`src/rtl/alu_issue_stage.sv`:
```
// ALU issue stage: buffers ALU commands in a small FIFO, presents the head
// command to an external combinational ALU and registers its result behind a
// valid/ready output. Tracks the carry of the last issued ADD so that chained
// ADDs can build multi-word sums.
module alu_issue_stage #(
  parameter int unsigned DEPTH = 4
) (
  input  logic                     clk,
  input  logic                     rst_n,
  // Command input
  input  logic                     in_valid,
  output logic                     in_ready,
  input  logic [2:0]               in_opcode,
  input  logic [31:0]              in_a,
  input  logic [31:0]              in_b,
  input  logic                     in_cin,
  input  logic                     in_chain,
  input  logic                     carry_clr,
  // Combinational ALU interface
  output logic [2:0]               alu_opcode,
  output logic [31:0]              alu_a,
  output logic [31:0]              alu_b,
  output logic                     alu_cin,
  input  logic [31:0]              alu_result,
  input  logic                     alu_cout,
  // Result output
  output logic                     out_valid,
  input  logic                     out_ready,
  output logic [31:0]              out_result,
  output logic                     out_cout,
  output logic [2:0]               out_opcode,
  output logic                     carry_flag,
  output logic [$clog2(DEPTH):0]   count
);

  localparam int unsigned PtrW = $clog2(DEPTH);
  localparam int unsigned CntW = PtrW + 1;
  localparam logic [2:0]  OpAdd = 3'd7;

  typedef struct packed {
    logic [2:0]  opcode;
    logic [31:0] a;
    logic [31:0] b;
    logic        cin;
    logic        chain;
  } cmd_t;

  cmd_t            mem_q [DEPTH];
  logic [PtrW-1:0] wr_ptr_q, wr_ptr_d;
  logic [PtrW-1:0] rd_ptr_q, rd_ptr_d;
  logic [CntW-1:0] count_q, count_d;

  logic        out_valid_q, out_valid_d;
  logic [31:0] out_result_q, out_result_d;
  logic        out_cout_q, out_cout_d;
  logic [2:0]  out_opcode_q, out_opcode_d;
  logic        carry_q, carry_d;

  cmd_t head;
  cmd_t in_cmd;
  logic head_valid;
  logic push;
  logic issue;

  assign head       = mem_q[rd_ptr_q];
  assign head_valid = (count_q != '0);
  // No bypass: a full FIFO refuses input even if the head leaves this cycle.
  assign in_ready   = (count_q < CntW'(DEPTH));
  assign push       = in_valid && in_ready;
  assign issue      = head_valid && (!out_valid_q || out_ready);

  assign in_cmd = '{opcode: in_opcode, a: in_a, b: in_b, cin: in_cin, chain: in_chain};

  // Present the head command to the ALU; all zero when the FIFO is empty.
  always_comb begin
    alu_opcode = '0;
    alu_a      = '0;
    alu_b      = '0;
    alu_cin    = 1'b0;
    if (head_valid) begin
      alu_opcode = head.opcode;
      alu_a      = head.a;
      alu_b      = head.b;
      alu_cin    = head.chain ? carry_q : head.cin;
    end
  end

  // FIFO pointer and occupancy next-state.
  always_comb begin
    wr_ptr_d = push  ? wr_ptr_q + PtrW'(1) : wr_ptr_q;
    rd_ptr_d = issue ? rd_ptr_q + PtrW'(1) : rd_ptr_q;
    count_d  = count_q;
    case ({push, issue})
      2'b10:   count_d = count_q + CntW'(1);
      2'b01:   count_d = count_q - CntW'(1);
      default: count_d = count_q;
    endcase
  end

  // Result register and carry flag next-state; an issuing ADD beats carry_clr.
  always_comb begin
    out_valid_d  = out_valid_q;
    out_result_d = out_result_q;
    out_cout_d   = out_cout_q;
    out_opcode_d = out_opcode_q;
    carry_d      = carry_q;
    if (issue) begin
      out_valid_d  = 1'b1;
      out_result_d = alu_result;
      out_cout_d   = alu_cout;
      out_opcode_d = head.opcode;
    end else if (out_valid_q && out_ready) begin
      out_valid_d = 1'b0;
    end
    if (issue && (head.opcode == OpAdd)) begin
      carry_d = alu_cout;
    end else if (carry_clr) begin
      carry_d = 1'b0;
    end
  end

  // FIFO storage; contents are qualified by count, so no reset is needed.
  always_ff @(posedge clk) begin
    if (push) begin
      mem_q[wr_ptr_q] <= in_cmd;
    end
  end

  // Control and result state.
  always_ff @(posedge clk or negedge rst_n) begin
    if (!rst_n) begin
      wr_ptr_q     <= '0;
      rd_ptr_q     <= '0;
      count_q      <= '0;
      out_valid_q  <= 1'b0;
      out_result_q <= '0;
      out_cout_q   <= 1'b0;
      out_opcode_q <= '0;
      carry_q      <= 1'b0;
    end else begin
      wr_ptr_q     <= wr_ptr_d;
      rd_ptr_q     <= rd_ptr_d;
      count_q      <= count_d;
      out_valid_q  <= out_valid_d;
      out_result_q <= out_result_d;
      out_cout_q   <= out_cout_d;
      out_opcode_q <= out_opcode_d;
      carry_q      <= carry_d;
    end
  end

  assign out_valid  = out_valid_q;
  assign out_result = out_result_q;
  assign out_cout   = out_cout_q;
  assign out_opcode = out_opcode_q;
  assign carry_flag = carry_q;
  assign count      = count_q;

endmodule
```
`config.mk`:
```
export PLATFORM = sky130hd
export DESIGN_NAME = alu_issue_stage
export DESIGN_NICKNAME = d
export VERILOG_FILES = /design/src/rtl/alu_issue_stage.sv
export SDC_FILE = /design/constraint.sdc
export NUM_CORES = 1
export LEC_CHECK = 0
export CAP_MARGIN = 10
export CORE_AREA = 3 3 151 153
export DETAILED_ROUTE_END_ITERATION = 10
export DIE_AREA = 0 0 154 156
export PLACE_DENSITY = 0.82
export SYNTH_ARGS = -nofsm -noshare
export SYNTH_HDL_FRONTEND = slang
export SYNTH_SLANG_ARGS = --single-unit
```
`constraint.sdc`:
```
create_clock -name clk -period 5.4 [get_ports clk]
set_input_delay 1.62 -clock clk [delete_from_list [all_inputs] [get_ports clk]]
set_output_delay 1.62 -clock clk [all_outputs]
set_load 0.01 [all_outputs]
```
# == Word-level counts from Yosys, hierarchy flattened ==
# Memory sizes are Yosys's and may differ from the RTL's.
# Index checks and enable logic that the tools add are counted.
# totals
reg_bits,45
mem_bits_rw,276
in_bits,107
out_inout_bits,110
elab_cells,39
n_memories,1
# classes
add_sub_neg,4
order_cmp,1
n_eq_ne,3
n_mux,12
reduce_logical,10
# mem_list
name,depth,word_bits,read_ports,rd_clocked_by_memory_dff,write_ports,line,source
mem_q,4,69,1,0,1,48,cmd_t mem_q [DEPTH];
# op_table
op,n
32-bit 2-to-1 mux,2
1-bit 2-to-1 mux,8
3-bit case mux with 2 select lines,1
2-bit nonzero test,3
2-bit by 1-bit adder with 2-bit output (second input constant),2
1-bit logical AND,4
3-bit by 1-bit adder with 3-bit output (second input constant),1
3-bit equality test (second input constant),1
3-bit < comparator (second input constant),1
3-bit 2-to-1 mux,1
3-bit nonzero test,1
3-bit by 1-bit subtractor with 3-bit output (second input constant),1
2-bit by 1-bit equality test with 1-bit output (second input constant),1
2-bit equality test (second input constant),1
1-bit logical NOT,1
1-bit logical OR,1

# == Longest topological paths before layout ==
# depth
ltp_word,5
ltp_mapped,9

# == Least setup slack after synthesis ==
# Ideal clock, no wire load.
# synth_path
path_kind,input port to flip-flop
from,in in_valid
to,"mem mem_q[0][0] (netlist name), enable pin"
arrival_ps,3609
t_required_ps,4965
path_slack_ps,1357
cell_stages,3
n_path_buf,1
path_cell_list,nor2b_1 > clkbuf_1 > and2_1
# synth_via
elab_chain_len,3
# synth_rtl
element,line,source
from (decl),11,"input logic in_valid,"
1-bit logical AND,69,assign push = in_valid && in_ready;
1-bit 2-to-1 mux,124,if (push) begin
1-bit 2-to-1 mux (implied by the code),125,mem_q[wr_ptr_q] <= in_cmd;
to (decl),48,
# No other way between the ends.

# == Worst setup path in the final report ==
# layout_path
from,reg rd_ptr_q[0]
to,out alu_b[14]
# layout_via
elab_chain_len,2
# layout_rtl
element,line,source
from (decl),50,"logic [PtrW-1:0] rd_ptr_q, rd_ptr_d;"
from (signal assigned),142,rd_ptr_q <= rd_ptr_d;
memory 4 x 69 bit,--,
32-bit 2-to-1 mux,80,if (head_valid) begin
to (decl),22,"output logic [31:0] alu_b,"
# No other way between the ends.

==> metrics.txt <==
outcome completed; Post-Synth Adder-Cell Area 0.006736; Leak Pwr approximately 5.4 nW; Post-Syn Nets 674; Most used DFF post-synth edfxtp_1; Root Driver clkbuf_16; placement row count 54; worst slack, placed 1.203 ns; CP Capture Type output pin; largest net degree at the start of global routing 71; CP Class reg -> out; Peak supply drop between 0.3 and 0.4 mV; vias in the first global route 6569; cell count after synthesis about 560; Final Skew roughly 0.022 ns; Initial Util 0.5652; main area contributors after synthesis edfxtp_1 (68%), mux4_2 (13%), dfrtp_1 (9.2%); GRT Util Overall 0.2014; die width about 150 um; CTS clk-pin slew, worst paths ~0.05 ns; number of nets with antenna violations after routing 0; Crit path required time approximately 3.8 ns; DRC viols 0; via count slightly above 6000; final setup vio count 0; ANT cells 0; Compound-Gate Fraction of Synth Area 0.001021; Num CTS Buffers 34; Crit path arrival time 3.03 ns; GRT met1 Usage 0.2737; share of the synthesized area in the top cell type 0.6761; critical path peak fanout 35; input/output buffers 216; GRT Max-Usage Layer met2; fraction of layout cells with a size suffix above 1 0.1998; Slew Viols, Final 0; sequential fraction of the synthesis area 0.7679; setup repair bufs after CTS 0; GP Congestion 0.8874; maximum clock insertion buffer count 3; f_max about 220 MHz; dpl hpwl 13990 um; post-synthesis mux area share 0.1615; routing usage on met3 0.05603; largest family of logic cells by synthesized area multiplexers; Routed WL about 24000 um; worst hold path depth 1; cells on worst reg2reg path 2; met2 Use GR 0.3282; simple-gate share of the synthesized area 0.04266; Post-Synth XOR/XNOR Area 0.004287; die area 24020 um2; GRT overflow 0; Final min period ~4.6 ns; Period Utilization, post-route 0.8608; final hold vios 0; PostCTS Resize Cnt 0; clock sinks about 320; Warnings, synthesis 0; Worst-Margin Slew 1.094 ns; H-tree Lvls 2; hold worst-path end out_result[0]; Area Overhead vs Synth 28.68%; initial antenna violation count 0; commonest non-fill, non-tap cells in the layout edfxtp_1 (276), clkdlybuf4s50_1 (215), mux4_2 (69), nor2b_1 (69), dfrtp_1 (43); average wire per standard cell 21.94 um; Worst R2R Start count[2]; hold path startpoint out_result[0]; Post-Syn Area approximately 12000 um2; Max Cap Violations 0; Power Dens Cells between 500 and 600 nW/um2; number of flops mapped to enable cells by yosys approximately 280; Post-synth ARST share 0.1402; commonest non-fill, non-tap cell in the layout edfxtp_1; area leader, netlist edfxtp_1; routed vias/inst 5.547; unrepaired setup endpoints after global routing no; worst r2r dst mem_q[1][68]; global-route wire length before repair 37680 um; I/O pin count 217; Worst Hold Class reg -> reg; Hold-fix buffers, CTS 0; Startpoint Class flip-flop; setup TNS 0 ns; Initial DRC Count between 300 and 400; register bit total from synthesis 321; reg-to-reg setup timing slack 3.00 ns; Synth cell types 24; Die Y approximately 160 um; setup ws final 0.7515 ns; Total Nets Final approximately 900; Std-Cell Core Area roughly 22000 um2; clk_lat worst skew between 0.5 and 0.6 ns; Syn Area/Cell roughly 22 um2; WHS just under 0.5 ns; TritonCTS clock tree yes; Slew HR 0.2706; drt pass-1 iters 4
## cell type report
type	instances	area (um2)
Tap cell	280	350.3
Inverter	8	30.03
Timing Repair Buffer	221	2207
Sequential cell	321	9422
Clock inverter	14	111.4
Multi-Input combinational cell	204	2668
Clock buffer	48	987.2
Fill cell	1245	5913
## power breakdown
part           switching (W)  internal [W]
Sequential          0.000343       0.00316
Combinational        0.00121       0.00176
Clock               0.000905       0.00133
## cells in the mapped netlist, types with 3 or more instances
library cell    n
nand2_1         3
edfxtp_1      276
buf_6           6
nor2b_1        70
dfrtp_1        45
clkbuf_1       10
mux4_2         69
and2_1          4
mux2_1          5
inv_1           8
ha_1            5
xnor2_1         4
mux2_2         31
buf_2          12
## metrics by stage
stage          std cells  utilization  instance area [um2]  power [W]
3_5_place_dp        1034       0.6767                14680   0.006550
3_3_place_gp        1034       0.6767                14680   0.006474
4_1_cts             1096       0.7274                15780   0.008820
2_1_floorplan        561            -                12260   0.005073
6_report            1096       0.7274                15780   0.008716
5_1_grt             1096       0.7274                15780   0.009121
## registers in the layout, indices dropped and copies added, names as in the netlist
name	flops
mem_q	276
out_result	32
count	3
out_opcode	3
rd_ptr_q	2
wr_ptr_q	2
carry_flag	1
out_cout	1
out_valid	1
## metal layers
metal | vias up | part of all wire | routed length, um
met5 | - | 0 | 0
li1 | 2691 | - | -
met2 | 234 | 0.49 | 11840
met3 | 42 | 0.077 | 1843
met1 | 3112 | 0.41 | 9815
met4 | 0 | 0.022 | 539
## cell families after synthesis
family | Yosys count
flops | 321
simple gates | 83
xor+xnor | 6
buf+inv | 36
compound gates | 2
fa+ha+maj | 6
mux | 107
## how the worst max path moves through the flow
stage,startpoint,endpoint,slack (ns),cells past startpoint
floorplan,in_valid,mem_q[0][0],1.36,3
global placement,rd_ptr_q[0],alu_b[13],1.27,4
detailed placement,rd_ptr_q[0],alu_b[9],1.20,4
CTS,rd_ptr_q[0],alu_b[14],0.65,4
global route,rd_ptr_q[0],alu_b[14],0.54,4
finish,rd_ptr_q[0],alu_b[14],0.75,4
## critical path, stage by stage, from the launching register on
cell             delay, ns
dfrtp_4               0.90
buf_4                 0.42
mux4_2                0.55
nor2b_1               0.15
clkdlybuf4s50_1       0.51
Power figures use the tool's default switching activity.
